File: config.mk
export PLATFORM = sky130hd
export DESIGN_NAME = acc_seq_ctrl
export DESIGN_NICKNAME = d
export VERILOG_FILES = /design/src/rtl/acc_seq_ctrl.sv
export SDC_FILE = /design/constraint.sdc
export NUM_CORES = 1
export LEC_CHECK = 0
export CELL_PAD_IN_SITES_DETAIL_PLACEMENT = 0
export CELL_PAD_IN_SITES_GLOBAL_PLACEMENT = 1
export CORE_MARGIN = 4
export CORE_UTILIZATION = 48
export CTS_CLUSTER_SIZE = 8
export DETAILED_ROUTE_END_ITERATION = 16
export GPL_TIMING_DRIVEN = 0
export PLACE_DENSITY_LB_ADDON = 0.1
export SLEW_MARGIN = 40
export SYNTH_ARGS = -nofsm -noshare
export SYNTH_HDL_FRONTEND = slang
export SYNTH_SLANG_ARGS = --single-unit
File: constraint.sdc
create_clock -name clk_i -period 4.2 [get_ports clk_i]
set_input_delay 0.42 -clock clk_i [delete_from_list [all_inputs] [get_ports clk_i]]
set_output_delay 0.42 -clock clk_i [all_outputs]
set_load 0.01 [all_outputs]
File: src/rtl/acc_seq_ctrl.sv
`default_nettype none
// ============================================================================
// Module   : acc_seq_ctrl
// Brief    : Start/done accumulate controller. One job per start. Each job
//            runs for a programmable length in one of four modes: stream sum,
//            stream sum of squares, internal index sum 1..N, or running
//            unsigned maximum. The block has a valid/ready input handshake, a
//            busy flag and a sticky overflow flag.
// Revision : 1.0 - initial parametrised release
// ============================================================================
module acc_seq_ctrl #(
    parameter int DATA_W = 16,
    parameter int ACC_W  = 32,
    parameter int CNT_W  = 8
) (
    input  logic              clk_i,
    input  logic              rstn_i,
    input  logic              start_i,
    input  logic [CNT_W-1:0]  len_i,
    input  logic [1:0]        mode_i,
    input  logic [DATA_W-1:0] data_i,
    input  logic              valid_i,
    output logic              ready_o,
    output logic              busy_o,
    output logic              done_o,
    output logic [ACC_W-1:0]  acc_o,
    output logic              ovf_o
);

    // Job modes as captured at start acceptance
    localparam logic [1:0] MODE_SUM = 2'd0;
    localparam logic [1:0] MODE_SQR = 2'd1;
    localparam logic [1:0] MODE_IDX = 2'd2;
    localparam logic [1:0] MODE_MAX = 2'd3;

    localparam int PROD_W = 2 * DATA_W;

    typedef enum logic [1:0] {
        ST_IDLE = 2'd0,
        ST_RUN  = 2'd1,
        ST_DONE = 2'd2
    } state_t;

    state_t             state_q, state_d;
    logic [ACC_W-1:0]   acc_q,   acc_d;
    logic               ovf_q,   ovf_d;
    logic [CNT_W-1:0]   count_q, count_d;
    logic [CNT_W-1:0]   len_q,   len_d;
    logic [1:0]         mode_q,  mode_d;

    logic [PROD_W-1:0]  w_prod;
    logic [CNT_W-1:0]   w_count_inc;
    logic [ACC_W-1:0]   w_data_ext;
    logic [ACC_W-1:0]   w_sq_ext;
    logic [ACC_W-1:0]   w_idx_ext;
    logic [ACC_W-1:0]   w_addend;
    logic [ACC_W:0]     w_sum;
    logic               w_step;

    // The index step in mode 2 is count+1, which is also the next count value.
    assign w_count_inc = count_q + {{(CNT_W-1){1'b0}}, 1'b1};
    assign w_prod      = data_i * data_i;

    // Fit the operands to the accumulator width. Zero-extend narrower
    // operands. Keep only the low bits of wider operands, so wrapping
    // happens in the product before it is added.
    generate
        if (DATA_W >= ACC_W) begin : g_data_trunc
            assign w_data_ext = data_i[ACC_W-1:0];
        end else begin : g_data_zext
            assign w_data_ext = {{(ACC_W-DATA_W){1'b0}}, data_i};
        end

        if (PROD_W >= ACC_W) begin : g_sq_trunc
            assign w_sq_ext = w_prod[ACC_W-1:0];
        end else begin : g_sq_zext
            assign w_sq_ext = {{(ACC_W-PROD_W){1'b0}}, w_prod};
        end

        if (CNT_W >= ACC_W) begin : g_idx_trunc
            assign w_idx_ext = w_count_inc[ACC_W-1:0];
        end else begin : g_idx_zext
            assign w_idx_ext = {{(ACC_W-CNT_W){1'b0}}, w_count_inc};
        end
    endgenerate

    // Select the addend for the additive modes (the max mode uses w_data_ext)
    always_comb begin
        w_addend = w_data_ext;
        case (mode_q)
            MODE_SUM: w_addend = w_data_ext;
            MODE_SQR: w_addend = w_sq_ext;
            MODE_IDX: w_addend = w_idx_ext;
            default:  w_addend = w_data_ext;
        endcase
    end

    // One extra bit holds the carry out of the accumulator, which sets the overflow flag
    assign w_sum = {1'b0, acc_q} + {1'b0, w_addend};

    // A step happens on every RUN cycle in index mode. In stream modes it needs a valid beat.
    assign w_step = (state_q == ST_RUN) && ((mode_q == MODE_IDX) || valid_i);

    // Next-state logic, datapath updates and output decode of the controller
    always_comb begin
        state_d = state_q;
        acc_d   = acc_q;
        ovf_d   = ovf_q;
        count_d = count_q;
        len_d   = len_q;
        mode_d  = mode_q;
        ready_o = 1'b0;
        busy_o  = 1'b0;
        done_o  = 1'b0;

        case (state_q)
            ST_IDLE: begin
                if (start_i) begin
                    len_d   = len_i;
                    mode_d  = mode_i;
                    acc_d   = '0;
                    ovf_d   = 1'b0;
                    count_d = '0;
                    state_d = (len_i == '0) ? ST_DONE : ST_RUN;
                end
            end

            ST_RUN: begin
                busy_o  = 1'b1;
                ready_o = (mode_q != MODE_IDX);
                if (w_step) begin
                    count_d = w_count_inc;
                    if (mode_q == MODE_MAX) begin
                        if (w_data_ext > acc_q) begin
                            acc_d = w_data_ext;
                        end
                    end else begin
                        acc_d = w_sum[ACC_W-1:0];
                        ovf_d = ovf_q | w_sum[ACC_W];
                    end
                    if (w_count_inc == len_q) begin
                        state_d = ST_DONE;
                    end
                end
            end

            ST_DONE: begin
                done_o  = 1'b1;
                state_d = ST_IDLE;
            end

            default: begin
                state_d = ST_IDLE;
            end
        endcase
    end

    // State and datapath registers; reset is asynchronous and clears everything
    always_ff @(posedge clk_i or negedge rstn_i) begin
        if (!rstn_i) begin
            state_q <= ST_IDLE;
            acc_q   <= '0;
            ovf_q   <= 1'b0;
            count_q <= '0;
            len_q   <= '0;
            mode_q  <= 2'd0;
        end else begin
            state_q <= state_d;
            acc_q   <= acc_d;
            ovf_q   <= ovf_d;
            count_q <= count_d;
            len_q   <= len_d;
            mode_q  <= mode_d;
        end
    end

    assign acc_o = acc_q;
    assign ovf_o = ovf_q;

endmodule
`default_nettype wire

==> results.md, run 1 <==
- Status: complete, but fails checks
- Failing checks: negative setup slack
- First-pass GRT wire length: 61,620 um
- Worst-path fanout max: 5
- CTS Sinks: 53
- GP Congestion: 0.8812
- P&R area growth vs syn: 31.04%
- HPWL after detailed placement: approximately 30,000 um
- Rel. slew slack: a little over half
- Pre-Repair DR Iteration Count: 6
- CP Buf/Inv Count: 7
- Die height: approximately 170 um
- Number of distinct library cells after synthesis: 78
- Post-synth EDFFs: 0
- Mean area per synthesized cell: ~8.4 um2
- # diodes: 0
- Post-synth top flop: dfrtp_1
- Hold Path Class: in2async
- Final period utilization: 175.4%
- Largest net degree at the start of global routing: 34
- Slowest cell on crit path: fa_1
- Max_cap viols: 0
- Synthesized cell area: 0.01231 mm2
- Worst path most repeated cell: fa_1
- Synth Net Count: between 1,500 and 2,000
- Vias in the first global route: 11,410
- Maximum clock insertion buffer count: 2
- Final setup margin: -3166 ps
- Post-synth ARST share: 100.0%
- H-tree Lvls: 2
- Share of layout cells above drive strength 1: 24.18%
- Dpl cell area: 0.01407 mm2
- NumNets Final: 1,985
- Critical path's top delay family: adder cells
- Setup violations, final: 27
- Die Area: 0.02827 mm2
- Rows: 58
- Core area: 0.02518 mm2
- Clk pin slew, worst setup/hold paths: approximately 70 ps
- Initial drt markers: 542
- DR vias/cell: 5.480
- Delay of the slowest critical-path stage: around 550 ps
- Initial antenna violation count: 0
- Post-Syn Instances: approximately 1,500
- Post-route cell area: 0.01613 mm2
- CP Class: in2reg
- Routed len/inst: 19.46 um
- GR Util All Layers: 27.56%
- Skew-Pair Late Insertion Delay: about 300 ps
- Hold-fix buffers, CTS: 0
- Setup crit end kind: flip-flop
- Crit path required time: ~4400 ps
- Worst slew pin tran: between 600 and 700 ps
- Port Buffers: 65
- Final ANT Viol Nets: 0
- Final Hold Vio Count: 0
- # IOs: 66
- Yosys warns: 0
- Synthesis-stage register bit count: between 50 and 60
- Max Clk Rate: 135.8 MHz
- Initial Util: 48.89%
- Fill count: 2,171
- Total grt overflow: 0
- TritonCTS clock tree: done
- Residual DRC: 0
- Root Buffer: clkbuf_16
- Total CTS buffers: 5
- Via count: 10,810
- RSZ-0062 raised after global routing: yes
- Worst Skew: 4.472 ps
- Minimum clock period: 7366 ps
- CP Launch Type: input pin
- Sequential fraction of the synthesis area: 10.77%
- Slew Limit Fails: 0
- Die X: 168.1 um
- Critical Path AT: 7540 ps
- Final WL: 38,370 um
-- registers in the layout (all words and copies together) (netlist names) --
name	count
acc_o	32
count_q	8
len_q	8
mode_q	2
ovf_o	1
state_q	2
-- logic make-up after synthesis --
family | count (synthesis) | share of synthesized area, %
fa+ha+maj | 313 | 41.63
simple gates | 397 | 15.38
buf+inv | 334 | 10.29
mux | 19 | 1.657
xor+xnor | 71 | 5.051
compound gates | 282 | 15.23
flops | 53 | 10.77
-- metrics by stage --
stage	setup slack, ps	util (%)	hold slack, ps	TNS, ps	cells
global route	-3428	64.06	18.79	-71520	1972
finish	-3166	64.06	6.045	-65170	1972
detailed placement	-4940	55.89	339.8	-107390	1865
global placement	-4856	55.80	484.5	-106320	1864
CTS	-3114	61.42	5.309	-62840	1937
floorplan	-2875	-	124.4	-54950	1469
-- final timing paths --
check,cells past startpoint,slack [ps],from,to
max,29,-3170,data_i[11],acc_o[29]$_DFFE_PN0P_
min,1,6,rstn_i,acc_o[25]$_DFFE_PN0P_
max reg2reg,16,-450,mode_q[0]$_DFFE_PN0P_,acc_o[25]$_DFFE_PN0P_
min reg2reg,2,510,count_q[7]$_DFFE_PN0P_,count_q[7]$_DFFE_PN0P_
max in group asynchronous,2,3690,rstn_i,state_q[0]$_DFFE_PN0P_
min in group clk_i,3,500,data_i[2],acc_o[2]$_DFFE_PN0P_
-- placed cells by master, fill, tap and decap left out, types with 20 or more instances in the layout --
master / n
o21ai_0: 22
buf_6: 28
buf_4: 84
xor2_1: 27
xnor2_1: 30
nor2_1: 64
a21o_1: 34
nand3_1: 23
clkdlybuf4s50_1: 48
o21ai_1: 26
ha_1: 123
clkbuf_16: 20
inv_2: 25
inv_1: 247
clkbuf_1: 21
nand2_1: 140
a21oi_1: 50
dfrtp_1: 53
fa_1: 155
and2_1: 29
-- synthesized netlist by cell type, drive strengths merged (15+ instances only) --
master,count,area (um2)
inv,275,1032
nand2,165,619.3
fa,161,3223
ha,152,1902
a21oi,81,431.7
nor2,73,274.0
o21ai,65,332.8
dfrtp,53,1326
clkbuf,47,176.4
and2,42,262.8
xnor2,41,359.1
a21o,34,255.2
xor2,30,262.8
nand3,25,125.1
o31ai,19,142.6
nor2b,15,93.84
-- timing repair --
item / CTS / global route
gates resized for setup: 253 / 88
gates cloned: 3 / 0
pin swaps: 105 / 90
setup buffers: 79 / 37
endpoints found under the setup margin: 29 / 28
-- layer usage --
| metal | share of wire, % | track usage, % | routed length [um] | vias to the layer above |
|---|---|---|---|---|
| li1 | - | - | - | 5144 |
| met1 | 45 | 37.94 | 17340 | 5322 |
| met2 | 48 | 46.24 | 18280 | 264 |
| met3 | 4.1 | 3.193 | 1584 | 76 |
| met4 | 3.0 | 7.692 | 1167 | 0 |
| met5 | 0 | 0 | 0 | - |
-- layout make-up --
cell class,instances,area (um2),share of cell area [%]
inverters,275,1042,6.461
clock inverters,2,38.79,0.2404
clock buffers,5,125.1,0.7756
well taps,330,412.9,2.560
repair buffers,170,1614,10.01
plain buffers,55,654.4,4.056
multi-input cells,1082,10920,67.68
flip-flops and latches,53,1326,8.222
Power of run 1 is not shown: default switching activity piles up to over one toggle a cycle in this logic, so the estimate is an artifact.
==> inputs of run 2 (changes only) <==
SKIP_LAST_GASP = 1   (was unset)
clock period = 8.45 ns   (was 4.2 ns; I/O delays follow)
==> results.md, run 2 (same netlist as run 1, synthesis figures left out) <==
- Root Buffer: clkbuf_16
- Initial Util: 48.89%
- Final period utilization: 97.10%
- Die Area: 0.02827 mm2
- Total CTS buffers: 5
- Largest net degree at the start of global routing: 42
- P&R area growth vs syn: 14.19%
- NumNets Final: 1,900
- GP Congestion: 0.8921
- CP Buf/Inv Count: 6
- TritonCTS clock tree: done
- Commonest non-fill, non-tap cell in the layout: inv_1
- Top sig layer: met4
- Worst path most repeated cell: fa_1
- Slowest cell on crit path: fa_1
- Minimum clock period: 8205 ps
- Fill count: about 2,400
- HPWL after detailed placement: 29,160 um
- Rel. slew slack: between 50% and 60%
- DP Worst Slack: -1803 ps
- Max reg flops: 32
- Via count: 10,280
- Core area: around 0.025 mm2
- Worst hold margin: 389.7 ps
- # diodes: 0
- Maximum clock insertion buffer count: 2
- DR vias/cell: 5.443
- Routed met2 length: between 15,000 and 20,000 um
- Residual DRC: 0
- # IOs: 66
- Port Buffers: 65
- Die height: 168.1 um
- Pre-Repair DR Iteration Count: 5
- Setup violations, final: 0
- Die X: 168.1 um
- Max_cap viols: 0
- First-pass GRT wire length: 57,590 um
- Worst slew pin tran: approximately 670 ps
- Final WL: 35,290 um
- GR Util All Layers: 25.60%
- Initial antenna violation count: 0
- Max Clk Rate: 121.9 MHz
- Share of layout cells above drive strength 1: 9.628%
- Clk pin slew, worst setup/hold paths: 70 ps
- Worst-path fanout max: 10
- Rows: 58
- Vias in the first global route: 10,860
- Routed len/inst: 18.69 um
- WL met1: roughly 17,000 um
- Most frequent cells in the layout: inv_1, nand2_1, fa_1
- Slew Limit Fails: 0
- CTS Sinks: 53
- Met3 wire length: 1240 um
- CP Launch Type: input pin
- Worst Skew: 8.431 ps
- Critical path's top delay family: adder cells
- Total grt overflow: 0
- CP Class: in2reg
- Final setup margin: 245.2 ps
- Crit path required time: 8630 ps
- Final ANT Viol Nets: 0
- Skew-Pair Late Insertion Delay: 300 ps
- Delay of the slowest critical-path stage: 550 ps
- Setup crit end kind: flip-flop
- Critical Path AT: 8380 ps
- Initial drt markers: approximately 640
- Final Hold Vio Count: 0
- H-tree Lvls: 2
- Hold Path Class: in2async
- Status: finished, final reports clean
run 2: cell types whose count changed in the layout (fill, tap and decap cells not counted), sizes merged:
cell,delta
dlymetal6s2s,+2
clkinv,+1
buf,-78
clkdlybuf4s50,+1
clkdlybuf4s15,+1
bufinv,-1
clkbuf,-11
clkdlybuf4s18,+1
run 2: final cells by class:
class	instances	area [um2]	area share [%]
plain buffers	54	420.4	2.991
clock inverters	2	17.52	0.1246
inverters	275	1040	7.397
well taps	330	412.9	2.937
clock buffers	6	138.9	0.9880
flip-flops and latches	53	1326	9.435
multi-input cells	1082	9921	70.57
repair buffers	86	780.7	5.554
run 2: routing by layer:
metal | vias to the layer above | track usage, %
met4 | 0 | 6.669
met2 | 247 | 43.24
li1 | 4978 | -
met3 | 44 | 1.315
met5 | - | 0
met1 | 5007 | 36.24
run 2: path summary, 6_finish.rpt:
| check | startpoint | end | slack, ps | cells past startpoint |
|---|---|---|---|---|
| min in group clk_i | len_q[5]$_DFFE_PN0P_ | len_q[5]$_DFFE_PN0P_ | 510 | 1 |
| worst max register to register | mode_q[0]$_DFFE_PN0P_ | acc_o[24]$_DFFE_PN0P_ | 3810 | 17 |
| worst min register to register | len_q[5]$_DFFE_PN0P_ | len_q[5]$_DFFE_PN0P_ | 510 | 1 |
| worst min-delay path | rstn_i | acc_o[28]$_DFFE_PN0P_ | 390 | 1 |
| worst max-delay path | data_i[15] | acc_o[29]$_DFFE_PN0P_ | 250 | 28 |
| max in group asynchronous | rstn_i | acc_o[12]$_DFFE_PN0P_ | 7580 | 2 |
run 2: per-stage QoR:
stage,TNS (ps),instances,util (%),cell area (um2)
3_5_place_dp,-24120,1865,53.20,13400
3_3_place_gp,-24630,1864,53.11,13370
6_report,0,1888,55.82,14060
5_1_grt,-4.911,1888,55.82,14060
4_1_cts,-47.21,1876,54.99,13850
2_1_floorplan,0,1469,-,12310
run 2: repair_timing:
action / 4_1_cts / 5_1_grt
pin swaps: 6 / 25
resized for setup: 115 / 84
hold buffers: 0 / 0
setup endpoints to repair: 20 / 17
setup buffers: 6 / 14
hold endpoints to repair: 0 / 0
Power of run 2 is left out for the same reason.
